**src/rtl/wynik_pkg.sv**
```systemverilog
// Shared types and helpers for the result register stage and the
// arithmetic stages that reuse its classifier.
package wynik_pkg;

    typedef enum logic [1:0] {
        ST_OK     = 2'd0,
        ST_ZERO   = 2'd1,
        ST_ONEHOT = 2'd2,
        ST_ERR    = 2'd3
    } status_t;

    typedef enum logic [1:0] {
        FS_EMPTY = 2'd0,
        FS_PART  = 2'd1,
        FS_FULL  = 2'd2
    } fifo_state_t;

    // Counters up to 32 bits wide share this helper; the caller truncates.
    function automatic logic [31:0] sat_inc(input logic [31:0] value, input int width);
        logic [31:0] max_val;
        max_val = 32'hFFFF_FFFF >> (32 - width);
        return (value >= max_val) ? value : value + 32'd1;
    endfunction

endpackage

```
**src/rtl/klasyfikator_wyniku.sv**
```systemverilog
// Combinational classifier turning a result/error pair into a status code.
module klasyfikator_wyniku
    import wynik_pkg::*;
#(
    parameter int BITS = 32
) (
    input  logic [BITS-1:0] result,
    input  logic            error,
    output status_t         status
);

    // Error outranks everything; a single set bit clears to zero when ANDed with itself minus one.
    always_comb begin
        status = ST_OK;
        if (error) begin
            status = ST_ERR;
        end else if (result == '0) begin
            status = ST_ZERO;
        end else if ((result & (result - BITS'(1))) == '0) begin
            status = ST_ONEHOT;
        end
    end

endmodule

```
**src/rtl/rejestr_wyniku.sv**
```systemverilog
// Registered output stage: first-word-fall-through FIFO of classified results
// with valid/ready on both sides and saturating drop/error counters.
module rejestr_wyniku
    import wynik_pkg::*;
#(
    parameter int BITS  = 32,
    parameter int DEPTH = 4,
    parameter int CNT_W = 8
) (
    input  logic             i_clk,
    input  logic             i_rst_n,
    input  logic             i_clear,
    input  logic             i_valid,
    output logic             o_ready,
    input  logic [BITS-1:0]  i_result,
    input  logic             i_error,
    output logic             o_valid,
    input  logic             i_ready,
    output logic [BITS-1:0]  o_result,
    output logic             o_error,
    output status_t          o_status,
    output logic [CNT_W-1:0] o_drop_cnt,
    output logic [CNT_W-1:0] o_err_cnt
);

    localparam int PW = $clog2(DEPTH);
    localparam int CW = PW + 1;
    localparam logic [CW-1:0] LAST = CW'(DEPTH - 1);

    typedef struct packed {
        logic [BITS-1:0] result;
        logic            error;
        status_t         status;
    } entry_t;

    entry_t          mem [DEPTH];
    entry_t          head;
    fifo_state_t     state;
    fifo_state_t     state_nx;
    logic [CW-1:0]   count;
    logic [CW-1:0]   count_nx;
    logic [PW-1:0]   wr_ptr;
    logic [PW-1:0]   rd_ptr;
    logic [CNT_W-1:0] drop_cnt;
    logic [CNT_W-1:0] err_cnt;
    status_t         in_status;
    logic            wr_en;
    logic            rd_en;
    logic            drop_ev;

    klasyfikator_wyniku #(
        .BITS (BITS)
    ) u_klasyfikator (
        .result (i_result),
        .error  (i_error),
        .status (in_status)
    );

    assign o_valid = (state != FS_EMPTY);
    assign o_ready = (state != FS_FULL);

    // Clear and reset suppress every transfer, including drop accounting.
    assign wr_en   = i_rst_n & ~i_clear & i_valid & o_ready;
    assign rd_en   = i_rst_n & ~i_clear & o_valid & i_ready;
    assign drop_ev = i_rst_n & ~i_clear & i_valid & ~o_ready;

    always_comb begin
        state_nx = state;
        count_nx = count;
        case ({wr_en, rd_en})
            2'b10:   count_nx = count + CW'(1);
            2'b01:   count_nx = count - CW'(1);
            default: count_nx = count;
        endcase
        case (state)
            FS_EMPTY: begin
                if (wr_en) state_nx = FS_PART;
            end
            FS_PART: begin
                if (wr_en && !rd_en && count == LAST) begin
                    state_nx = FS_FULL;
                end else if (rd_en && !wr_en && count == CW'(1)) begin
                    state_nx = FS_EMPTY;
                end
            end
            FS_FULL: begin
                if (rd_en) state_nx = FS_PART;
            end
            default: state_nx = FS_EMPTY;
        endcase
    end

    always_ff @(posedge i_clk) begin
        if (!i_rst_n || i_clear) begin
            state    <= FS_EMPTY;
            count    <= '0;
            wr_ptr   <= '0;
            rd_ptr   <= '0;
            drop_cnt <= '0;
            err_cnt  <= '0;
        end else begin
            state <= state_nx;
            count <= count_nx;
            if (wr_en) wr_ptr <= wr_ptr + PW'(1);
            if (rd_en) rd_ptr <= rd_ptr + PW'(1);
            if (drop_ev) drop_cnt <= CNT_W'(sat_inc(32'(drop_cnt), CNT_W));
            if (wr_en && i_error) err_cnt <= CNT_W'(sat_inc(32'(err_cnt), CNT_W));
        end
    end

    // Storage needs no reset: outputs are masked while the FIFO is empty.
    always_ff @(posedge i_clk) begin
        if (wr_en) begin
            mem[wr_ptr] <= '{result: i_result, error: i_error, status: in_status};
        end
    end

    assign head       = mem[rd_ptr];
    assign o_result   = o_valid ? head.result : '0;
    assign o_error    = o_valid ? head.error  : 1'b0;
    assign o_status   = o_valid ? head.status : ST_OK;
    assign o_drop_cnt = drop_cnt;
    assign o_err_cnt  = err_cnt;

endmodule

```
**config.mk**
```make
export PLATFORM = sky130hd
export DESIGN_NAME = rejestr_wyniku
export DESIGN_NICKNAME = d
export VERILOG_FILES = /design/src/rtl/wynik_pkg.sv /design/src/rtl/klasyfikator_wyniku.sv /design/src/rtl/rejestr_wyniku.sv
export SDC_FILE = /design/constraint.sdc
export NUM_CORES = 1
export LEC_CHECK = 0
export ABC_AREA = 1
export BUFFER_PORTS_ARGS = -buffer_cell sky130_fd_sc_hd__buf_2
export CELL_PAD_IN_SITES_DETAIL_PLACEMENT = 1
export CELL_PAD_IN_SITES_GLOBAL_PLACEMENT = 2
export CORE_UTILIZATION = 40
export CTS_BUF_LIST = sky130_fd_sc_hd__clkbuf_8 sky130_fd_sc_hd__clkbuf_16
export DETAILED_ROUTE_END_ITERATION = 8
export MAX_ROUTING_LAYER = met4
export PLACE_DENSITY_LB_ADDON = 0.15
export SLEW_MARGIN = 20
export SYNTH_ARGS = -nofsm -noshare
export SYNTH_HDL_FRONTEND = slang
export SYNTH_SLANG_ARGS = --single-unit
```
**constraint.sdc**
```tcl
create_clock -name i_clk -period 4.4 [get_ports i_clk]
set_clock_uncertainty 0.2 [all_clocks]
set_input_delay 0.22 -clock i_clk [delete_from_list [all_inputs] [get_ports i_clk]]
set_output_delay 0.22 -clock i_clk [all_outputs]
set_load 0.02 [all_outputs]
```
# Word-level counts from Yosys, hierarchy flattened
# Memory sizes are Yosys's and may differ from the RTL's. A register that Yosys moved wholly into a read port is not among the register bits.
# Cells that the tools add are included.
totals:
  register_bits: 25
  ram_bits: 140
  elab_cells: 70
  n_memories: 1
classes:
  add_sub_neg: 7
  order_cmp: 2
  eq_ne: 10
  mux: 16
  bitwise: 11
  n_reduce_logical: 17
memory_table:
  columns: ["name", "depth", "word_bits", "rd", "rd_ports_with_merged_regs", "write_ports", "line_no", "source"]
  rows:
  - ["mem", 4, 35, 1, 1, 1, "rejestr_wyniku.sv:36", "entry_t mem [DEPTH];"]
op_table:
  columns: ["operator", "count"]
  rows:
  - ["32-bit logical NOT", 2]
  - ["32-bit AND", 1]
  - ["32-bit two-way mux", 1]
  - ["32-bit by 1-bit subtractor with 32-bit output, second input constant", 1]
  - ["2-bit two-way mux", 10]
  - ["8-bit by 1-bit adder with 8-bit output, second input constant", 2]
  - ["8-bit >= comparator, second input constant", 2]
  - ["1-bit AND", 6]
  - ["2-bit inequality test, second input constant", 3]
  - ["2-bit one-hot mux with 3 select lines", 1]
  - ["3-bit one-hot mux with 2 select lines", 1]
  - ["1-bit logical AND", 5]
  - ["2-bit by 1-bit adder with 2-bit output, second input constant", 2]
  - ["2-bit by 1-bit equality test with 1-bit output, second input constant", 2]
  - ["2-bit equality test, second input constant", 2]
  - ["1-bit NOT", 4]
  - ["2-bit AND reduction", 2]
  - ["2-bit nonzero test", 2]
  - ["3-bit by 1-bit adder with 3-bit output, second input constant", 1]
  - ["3-bit by 1-bit equality test with 1-bit output, second input constant", 1]
  - ["3-bit by 2-bit equality test with 1-bit output, second input constant", 1]
  - ["1-bit logical NOT", 3]
  - ["1-bit two-way mux", 3]
  - ["3-bit inequality test, second input constant", 1]
  - ["other kinds (4)", 4]

# Depth between registers and ports, before layout
# Gate-level depths: netlist of run 1.
depth:
  ltp_word: 10
  depth_mapped: 11

# Cells and area by module
# From an unflattened synthesis of run 1, not the netlist that was laid out.
unflattened:
  hier_cells: 803
  area_unflattened_um2: 7698.6
modules_own_cells:
  columns: ["mod", "instances", "cells_each", "area_per_inst_um2"]
  rows:
  - ["rejestr_wyniku", 1, 624, 6946.7]
  - ["klasyfikator_wyniku", 1, 179, 752.0]

# Worst setup path before layout of run 1
# Ideal clock, no wire load.
synth_path:
  kind: "reg-to-reg"
  from: "register state[0]"
  to: "memory mem[0][0] (netlist bit), enable pin"
  setup_ns: 0.427
  arrival_ns: 2.328
  required_ns: 3.773
  setup_slack_ns: 1.445
  path_stages_with_launch: 6
  path_buffers: 1
  synth_period_minus_slack_ns: 2.955
  cell_sequence: "dfxtp_1 -> inv_2 -> nand2_2 -> nand3_2 -> buf_2 -> nor2_1"
synth_via:
  elab_chain_len: 4
synth_rtl:
  columns: ["element", "line_no", "source"]
  rows:
  - ["start, declared", "rejestr_wyniku.sv:38", "fifo_state_t state;"]
  - ["start signal, assigned", "rejestr_wyniku.sv:102", "state <= state_nx;"]
  - ["2-bit inequality test", "rejestr_wyniku.sv:60", "assign o_ready = (state != FS_FULL);"]
  - ["via o_ready", "rejestr_wyniku.sv:14", "output logic o_ready,"]
  - ["1-bit AND", "rejestr_wyniku.sv:63", "assign wr_en = i_rst_n & ~i_clear & i_valid & o_ready;"]
  - ["1-bit two-way mux", "rejestr_wyniku.sv:113", "if (wr_en) begin"]
  - ["1-bit two-way mux (implied by the code)", "rejestr_wyniku.sv:114", "mem[wr_ptr] <= '{result: i_result, error: i_error, status: in_status};"]
  - ["end, declared", "rejestr_wyniku.sv:36", null]
# The timed path passes the listed nets, and every way through them passes these cells.

==> results of run 1 <==
cells in the mapped netlist, types with 6 or more instances:
| master | n | area share (%) |
|---|---|---|
| a21oi_1 | 54 | 3.6 |
| buf_2 | 7 | 0.47 |
| clkbuf_1 | 20 | 1.0 |
| dfxtp_1 | 27 | 7.2 |
| edfxtp_1 | 140 | 56 |
| ha_1 | 12 | 2.0 |
| inv_1 | 36 | 1.8 |
| inv_2 | 6 | 0.30 |
| nand2_1 | 84 | 4.2 |
| nand2_2 | 6 | 0.50 |
| nand3_1 | 20 | 1.3 |
| nor2_1 | 227 | 11 |
| o21ai_0 | 84 | 5.6 |
| o21ai_1 | 11 | 0.74 |
registers in the layout (all words and copies together) (netlist names), named ones only:
signal and cells:
count 3, rd_ptr 2, wr_ptr 2, o_drop_cnt 8, state 2, mem 140
o_err_cnt 8
per-stage QoR:
step / cells / hold WS, ns / cell area [sq um]
after floorplan: 769 / 0.119 / 7480
after global placement: 1069 / 0.256 / 8200
after detailed placement: 1069 / 0.263 / 8200
after CTS: 1134 / 0.00726 / 9110
after global routing: 1135 / 0.0371 / 9140
final: 1135 / 0.0145 / 9140
power by group through the flow:
stage	Combinational, mW	Clock [mW]	Sequential, mW
2_1_floorplan	0.0691	0	1.77
3_3_place_gp	0.139	0	1.77
3_5_place_dp	0.145	0	1.77
4_1_cts	0.169	1.51	1.73
5_1_grt	0.187	1.56	1.73
6_report	0.166	1.47	1.73
kinds of logic (layout without fill, tap and decap cells):
kind of cell,Yosys count,count (layout),share of synthesized area (%)
AND/OR/NAND/NOR,358,358,19.7
flip-flops,167,167,63.4
AO/OA/AOI/OAI,157,157,10.8
buffers and inverters,72,209,3.73
adder cells (fa/ha/maj),12,12,2.01
XOR/XNOR,3,3,0.351
routing by layer:
metal  GRT usage, %  wire length (um)  up-vias  share of wire [%]
met5              -                 0        -                  0
met4           6.78               269        0                1.4
li1               -                 -     2859                  -
met3           3.83               606       18                3.1
met2           40.6             10300       89                 52
met1           26.2              8590     2865                 43
worst max-delay path, cell delays in order, from the launching register on:
cell	delay, ns
dfxtp_1	0.31
buf_4	0.38
clkinv_1	0.57
buf_4	0.42
nor2_1	0.15
o21ai_0	0.12
a21oi_1	0.20
buf_2	0.20
layout make-up:
cell class | instances | area, sq um
Clock inverter | 13 | 116
Fill cell | 2071 | 9000
Inverter | 44 | 166
Clock buffer | 19 | 464
Sequential cell | 167 | 4750
Tap cell | 229 | 287
Multi-Input combinational cell | 530 | 2490
Timing Repair Buffer | 133 | 876
worst max path at each step:
stage | cells after the start | slack [ns] | start | end
floorplan | 5 | 1.44 | state[0] | mem[0][0]
global placement | 7 | 1.75 | flop | o_status[0]
detailed placement | 7 | 1.60 | flop | o_result[24]
CTS | 7 | 1.15 | flop | o_result[24]
global route | 7 | 1.0 | flop | o_result[24]
finish | 7 | 1.19 | flop | o_result[24]
==> impl_metrics.ini, run 1 <==
[routing]
avgViaCountPerCell = 5.14
wire_per_inst_um = 17.4
via_count = 5831
totalWireLength_mm = 19.7
ant_nets = 0
drt_first_iter_violations = 328
drt_first_pass_iters = 6
drc = 2

[hold_path]
min_to = state[0]
hp-start = i_valid
hold_depth = 5
hold_class = in -> reg

[cells_and_area]
final_common_cell = nor2_1
area_delta_synth_final_pct = 22.2
layout_common_cells = 223 x nor2_1, 140 x edfxtp_1, 90 x buf_2
nNetsFinal = 943
diodes = 0
final_core_util_pct = 50.4
drive_gt1_share_pct = 17.9

[yosys]
syn_area_per_cell_sq_um = 9.73
ys.flop_type = edfxtp_1
synth-edff-count = 140
synth-seq-cells = 167
ys_types = 33
ys_seq_area_share_pct = 63.4
ys_async_sr_fraction_pct = 0
ys.warnings.count = 0
synth_nets = 819
syn_inst = 769
synth_area_sq_um = 7480

[power_and_ir_drop]
switching_share_pct = 22.2
p_leak_nw = 3.49
internal_power_mw = 2.62
pwr-share-comb_pct = 4.9
p_per_area_nw_per_um2 = 369
pwr-share-clk_pct = 43.7
power.total_mw = 3.37
power_frac_seq_pct = 51.4
ir_drop_mv = 0.263
p_sw_mw = 0.749

[critical_path]
r2r_end = mem[3][17]
r2r_cells = 5
end_kind = primary output
reg2reg_setup_slack_ns = 1.99
crit_required_ns = 3.98
cp_max_fo = 36
arrival_ns = 2.79
crit_type = reg -> out
reg2reg_from = state[0]
worstSetupStartpointType = flop

[die]
design.core.area_sq_um = 18100
pin_count = 91
start_util_pct = 41.2
die_y_um = 139
num_rows = 49
die_area_sq_um = 19300
fp.dieW_um = 139

[clock_network]
cts_root_buffer = clkbuf_16
postCtsResizedCells = 0
clk_path_buf_depth = 2
cts_inserted_buffers = 17
tritoncts = done
cts_setup_buffers = 0
clk_latency_ns = 0.43
holdBufCountCts = 33
cts_sinks = 167
clk_pin_slew_ns = 0.06
htree_levels = 4

[timing]
slew_viol_final = 0
tightest_slew_ns = 0.881
max_freq_mhz = 312
period_needed_ns = 3.21
finalSetupViolCount = 0
worst_slack_ns = 1.19
slew_headroom_pct = 41.2
finalSetupTns_ns = 0
rsz0062_at_grt = no
fin_crit_sh_pct = 72.9
final_hold_viol_count = 0

[global_route]
grt_pass1_wl_mm = 32.8
gr-total-overflow = 0
grt_max_degree = 71
grt.total_usage_pct = 22.7
first_global_vias = 6349
antenna_found_initial = 0

[outcome]
outcome = complete, but fails checks
violations = DRC

[placed_design]
dp_slack_ns = 1.60
port_buffers = 90
hpwlAfterDp_mm = 13.0
gp_congestion = 0.808

[run]
drv_cap = 0
No activity file was read; power rests on OpenSTA's default activity.
==> run 2, diff against run 1 <==
--- a/config.mk
+++ b/config.mk
@@ -9,7 +9,7 @@
 export BUFFER_PORTS_ARGS = -buffer_cell sky130_fd_sc_hd__buf_2
 export CELL_PAD_IN_SITES_DETAIL_PLACEMENT = 1
 export CELL_PAD_IN_SITES_GLOBAL_PLACEMENT = 2
-export CORE_UTILIZATION = 40
+export CORE_UTILIZATION = 37
 export CTS_BUF_LIST = sky130_fd_sc_hd__clkbuf_8 sky130_fd_sc_hd__clkbuf_16
 export DETAILED_ROUTE_END_ITERATION = 8
 export MAX_ROUTING_LAYER = met4
==> constraint.sdc (replaced) <==
create_clock -name i_clk -period 3.35 [get_ports i_clk]
set_clock_uncertainty 0.2 [all_clocks]
set_input_delay 0.1675 -clock i_clk [delete_from_list [all_inputs] [get_ports i_clk]]
set_output_delay 0.1675 -clock i_clk [all_outputs]
set_load 0.02 [all_outputs]
==> impl_metrics.ini, run 2 (synthesis gave the netlist of run 1 again) <==
[timing]
tightest_slew_ns = 0.730
hold_slack_ns = 0.0115
slew_headroom_pct = 51.3
final_hold_viol_count = 0
rsz0062_at_grt = no
slew_viol_final = 0
max_freq_mhz = 390
fin_crit_sh_pct = 76.6
period_needed_ns = 2.57
finalSetupTns_ns = 0
finalSetupViolCount = 0
worst_slack_ns = 0.784

[clock_network]
cts_setup_buffers = 0
cts_root_buffer = clkbuf_16
clk_latency_ns = 0.43
cts_sinks = 167
clk_pin_slew_ns = 0.07
clk_path_buf_depth = 2
htree_levels = 4
cts_inserted_buffers = 17
tritoncts = done

[die]
fp.dieW_um = 144
pin_count = 91
start_util_pct = 38.1
die_area_sq_um = 20800
num_rows = 51
die_y_um = 144
design.core.area_sq_um = 19700

[placed_design]
hpwlAfterDp_mm = 13.1
post-place-cells = 1106
dp_slack_ns = 0.924
gp_congestion = 0.820
placed_area_sq_um = 8320
port_buffers = 90

[critical_path]
cp-endpoint = o_result[2]
crit_type = reg -> out
r2r_end = mem[1][3]
reg2reg_from = state[0]
worstSetupStartpointType = flop
cp_max_fo = 22
arrival_ns = 2.20
crit_required_ns = 2.98
reg2reg_setup_slack_ns = 1.07
end_kind = primary output
r2r_cells = 5

[cells_and_area]
final_common_cell = nor2_1
layout_common_cells = 223 x nor2_1, 140 x edfxtp_1, 90 x buf_2
final_core_util_pct = 47.1
nNetsFinal = 945
diodes = 0
registers.top_by_ff_count = mem
largest_reg_flops = 140
drive_gt1_share_pct = 17.7
n_fill_cell = 2283
final_cells = 1173
final_area_sq_um = 9250
area_delta_synth_final_pct = 23.7

[routing]
wire_per_inst_um = 16.6
avgViaCountPerCell = 4.95
totalWireLength_mm = 19.5
drc = 0
via_count = 5801
drt_first_pass_iters = 4
ant_nets = 0
drt_first_iter_violations = 269

[global_route]
grt_pass1_wl_mm = 31.7
grt_max_degree = 71
gr-total-overflow = 0
grt.total_usage_pct = 20.7
first_global_vias = 6204
antenna_found_initial = 0

[outcome]
outcome = completed

[power_and_ir_drop]
p_leak_nw = 3.51
power.total_mw = 4.42
p_per_area_nw_per_um2 = 478
ir_drop_mv = 0.342

[run]
drv_cap = 0

[hold_path]
hold_class = in -> reg
## run 2: cell count changes in the layout (fill, tap and decap cells not counted)
cell	change
buf_12	+5
buf_16	-1
buf_4	-4
bufinv_16	-1
clkbuf_16	+1
clkbuf_8	-1
clkinv_2	-2
dlygate4sd3_1	+2
inv_1	+1
inv_2	+1
inv_4	-4
inv_6	+3
inv_8	+2
## run 2: area by class of cell
class	instances	area, sq um	share of cell area (%)
multi-input combinational	530	2490	26.9
clock inverter	13	109	1.18
timing repair buffer	135	938	10.1
inverter	44	165	1.78
sequential	167	4750	51.3
tap	265	332	3.58
clock buffer	19	475	5.14
## run 2: worst min path at each step
stage                             from      endpoint  slack, ns  depth (start not counted)
after floorplan            i_result[7]    mem[0][10]       0.07                          0
after global placement         i_error     mem[2][2]       0.22                          1
after detailed placement  i_result[31]    mem[3][34]       0.24                          1
after CTS                      i_clear  o_err_cnt[5]      0.002                          5
after global routing           i_clear  o_err_cnt[5]       0.04                          5
final                          i_clear  o_err_cnt[5]       0.01                          5
## run 2: report_power, final
part,internal [mW],switching (mW),total (mW)
Sequential,2.27,0.00639,2.28
Clock,1.06,0.864,1.93
Combinational,0.0815,0.141,0.222
## run 2: per-layer routing
| metal | vias up | global-route usage, % | part of all wire (%) |
|---|---|---|---|
| met2 | 83 | 34.8 | 49 |
| met5 | - | - | 0 |
| li1 | 2865 | - | - |
| met4 | 0 | 6.04 | 1.5 |
| met3 | 22 | 3.94 | 3.0 |
| met1 | 2831 | 25.3 | 46 |
## run 2: what timing repair did
| action | 4_1_cts | 5_1_grt |
|---|---|---|
| resized for setup | 0 | 0 |
| hold buffers | 35 | 0 |
| hold endpoints to repair | 134 | 0 |
## run 2: critical path, cell delays in order, from the launching register on
cell	delay, ns
dfxtp_1	0.35
clkinv_1	0.38
buf_4	0.41
nor2_1	0.16
o21ai_0	0.11
a21oi_1	0.17
buf_2	0.19
==> run 3, diff against run 2 <==
--- a/config.mk
+++ b/config.mk
@@ -5,7 +5,7 @@
 export SDC_FILE = /design/constraint.sdc
 export NUM_CORES = 1
 export LEC_CHECK = 0
-export ABC_AREA = 1
+export ABC_AREA = 0
 export BUFFER_PORTS_ARGS = -buffer_cell sky130_fd_sc_hd__buf_2
 export CELL_PAD_IN_SITES_DETAIL_PLACEMENT = 1
 export CELL_PAD_IN_SITES_GLOBAL_PLACEMENT = 2
==> constraint.sdc (replaced) <==
create_clock -name i_clk -period 2.1 [get_ports i_clk]
set_clock_uncertainty 0.2 [all_clocks]
set_input_delay 0.105 -clock i_clk [delete_from_list [all_inputs] [get_ports i_clk]]
set_output_delay 0.105 -clock i_clk [all_outputs]
set_load 0.02 [all_outputs]
==> impl_metrics.ini, run 3 <==
[critical_path]
critical_path.top_delay_family = multiplexers
cp_max_fo = 6
cp.buffers_inverters = 3
critPathMaxStageDelay_ns = 0.51
cp_slowest_cell = mux4_2
crit_top_cell = buf_6
crit_required_ns = 1.79
worstPathCellList = buf_6 > buf_12 > mux4_2 > and2_4 > buf_6
end_kind = primary output
worstSetupStartpointType = flop
crit_type = reg -> out
arrival_ns = 1.88

[die]
die_area_sq_um = 19400
fp.dieW_um = 139
die_y_um = 139
design.core.area_sq_um = 18200
num_rows = 49
pin_count = 91
start_util_pct = 38.4

[yosys]
yosysTopAreaCell = edfxtp_1
ys_async_sr_fraction_pct = 0
synth-seq-cells = 167
ys_seq_area_share_pct = 67.9
synth_top_family_by_area = multiplexers
synth_compound_gate_area_share_pct = 3.51
syn_area_per_cell_sq_um = 16.0
synth_area_sq_um = 6980
synthAdderAreaFrac_pct = 2.58
synth.area.top_cells = edfxtp_1 60%, mux4_2 11%, dfxtp_1 7.7%, and2_1 3.5%, ha_1 2.1%
ys_types = 46
ys.flop_type = edfxtp_1
synth-edff-count = 140
synth.most_common_cell = edfxtp_1
synth_nets = 486
yosysTopAreaCellShare_pct = 60.2
yosys.area_share.simple_pct = 10.8
synth_xor_xnor_area_share_pct = 2.38
syn_inst = 436
synthMuxAreaShare_pct = 11.4
synth_common_cells = 140 x edfxtp_1, 39 x and2_1, 35 x mux4_2, 30 x nor2_1, 27 x dfxtp_1
ys.warnings.count = 0

[routing]
via_count = 4425
avgViaCountPerCell = 5.10
wire_per_inst_um = 19.9
totalWireLength_mm = 17.2
drt_first_iter_violations = 187
drt_first_pass_iters = 4
drc = 0
ant_nets = 0

[timing]
slew_headroom_pct = 72.1
worst_slack_ns = -0.0822
period_needed_ns = 2.18
slew_viol_final = 0
finalSetupTns_ns = -2.09
fin_crit_sh_pct = 104
max_freq_mhz = 458
rsz0062_at_grt = yes
tightest_slew_ns = 0.408
finalSetupViolCount = 35
hold_slack_ns = 0.0365
final_hold_viol_count = 0

[clock_network]
cts_root_buffer = clkbuf_16
htree_levels = 4
clk_path_buf_depth = 2
cts_inserted_buffers = 17
tritoncts = done
clk_pin_slew_ns = 0.06
cts_sinks = 167
clk_latency_ns = 0.43

[global_route]
grt_pass1_wl_mm = 27.2
grt.total_usage_pct = 19.3
antenna_found_initial = 0
gr-total-overflow = 0
first_global_vias = 4919
grt_max_degree = 37

[cells_and_area]
n_fill_cell = 1765
largest_reg_flops = 140
drive_gt1_share_pct = 42.2
layout_common_cells = 140 x edfxtp_1, 55 x buf_2, 42 x buf_4
final_common_cell = edfxtp_1
final_cells = 867
final_core_util_pct = 53.2
area_delta_synth_final_pct = 38.8
final_area_sq_um = 9690
diodes = 0
registers.top_by_ff_count = mem
nNetsFinal = 675

[placed_design]
hpwlAfterDp_mm = 10.9
post-place-cells = 792
port_buffers = 90
gp_congestion = 0.763
dp_slack_ns = -0.669
placed_area_sq_um = 8190

[run]
drv_cap = 0

[power_and_ir_drop]
power.total_mw = 7.32
ir_drop_mv = 0.575
p_per_area_nw_per_um2 = 755
p_leak_nw = 3.49

[outcome]
violations = setup timing
outcome = complete, but fails checks

[hold_path]
hold_class = in -> reg
run 3: area by class of cell:
cell class	instances	area, sq um	area share (%)
multi-input combinational	244	2310	23.8
clock buffer	17	425	4.39
clock inverter	15	185	1.91
sequential	167	4750	49.0
tap	229	287	2.96
inverter	9	33.8	0.349
timing repair buffer	186	1700	17.6
run 3: worst paths after layout:
| check | slack, ns | end | start | cells after the start |
|---|---|---|---|---|
| worst min-delay path | 0.04 | o_err_cnt[5] | i_rst_n | 4 |
| worst max register to register | 0.15 | mem[0][1] | state[0] | 6 |
| worst max-delay path | -0.08 | o_result[1] | flop | 5 |
| worst min register to register | 0.28 | count[2] | count[2] | 2 |
run 3: power by group:
group / internal [mW] / switching [mW] / leakage, nW
clock: 1.97 / 1.25 / 0.299
sequential: 3.62 / 0.0101 / 1.48
combinational: 0.236 / 0.234 / 1.71
total: 5.83 / 1.49 / 3.49
run 3: per-layer routing:
layer  share of wire, %  track usage, %
met5                  0               -
met4               0.96            5.44
met3                3.4            3.65
met2                 52            32.8
met1                 44            23.5
run 3: kinds of logic (layout without fill, tap and decap cells):
logic type      after synthesis  count (layout)
flops                       167             167
compound gates               36              36
xor+xnor                     19              19
mux                          36              36
buf+inv                      25             227
fa+ha+maj                    15              15
simple gates                138             138
run 3: worst min-delay path: cells and delay by family:
kind	cells	cell delay [ns]
buf+inv	2	0.33
simple gates	2	0.20
run 3: what timing repair did:
action	in CTS	in global routing
hold endpoints to repair	139	0
pin swaps	1	3
endpoints found under the setup margin	39	135
hold buffers	36	0
buffers inserted	5	0
gates resized for setup	119	11
gates cloned	4	0
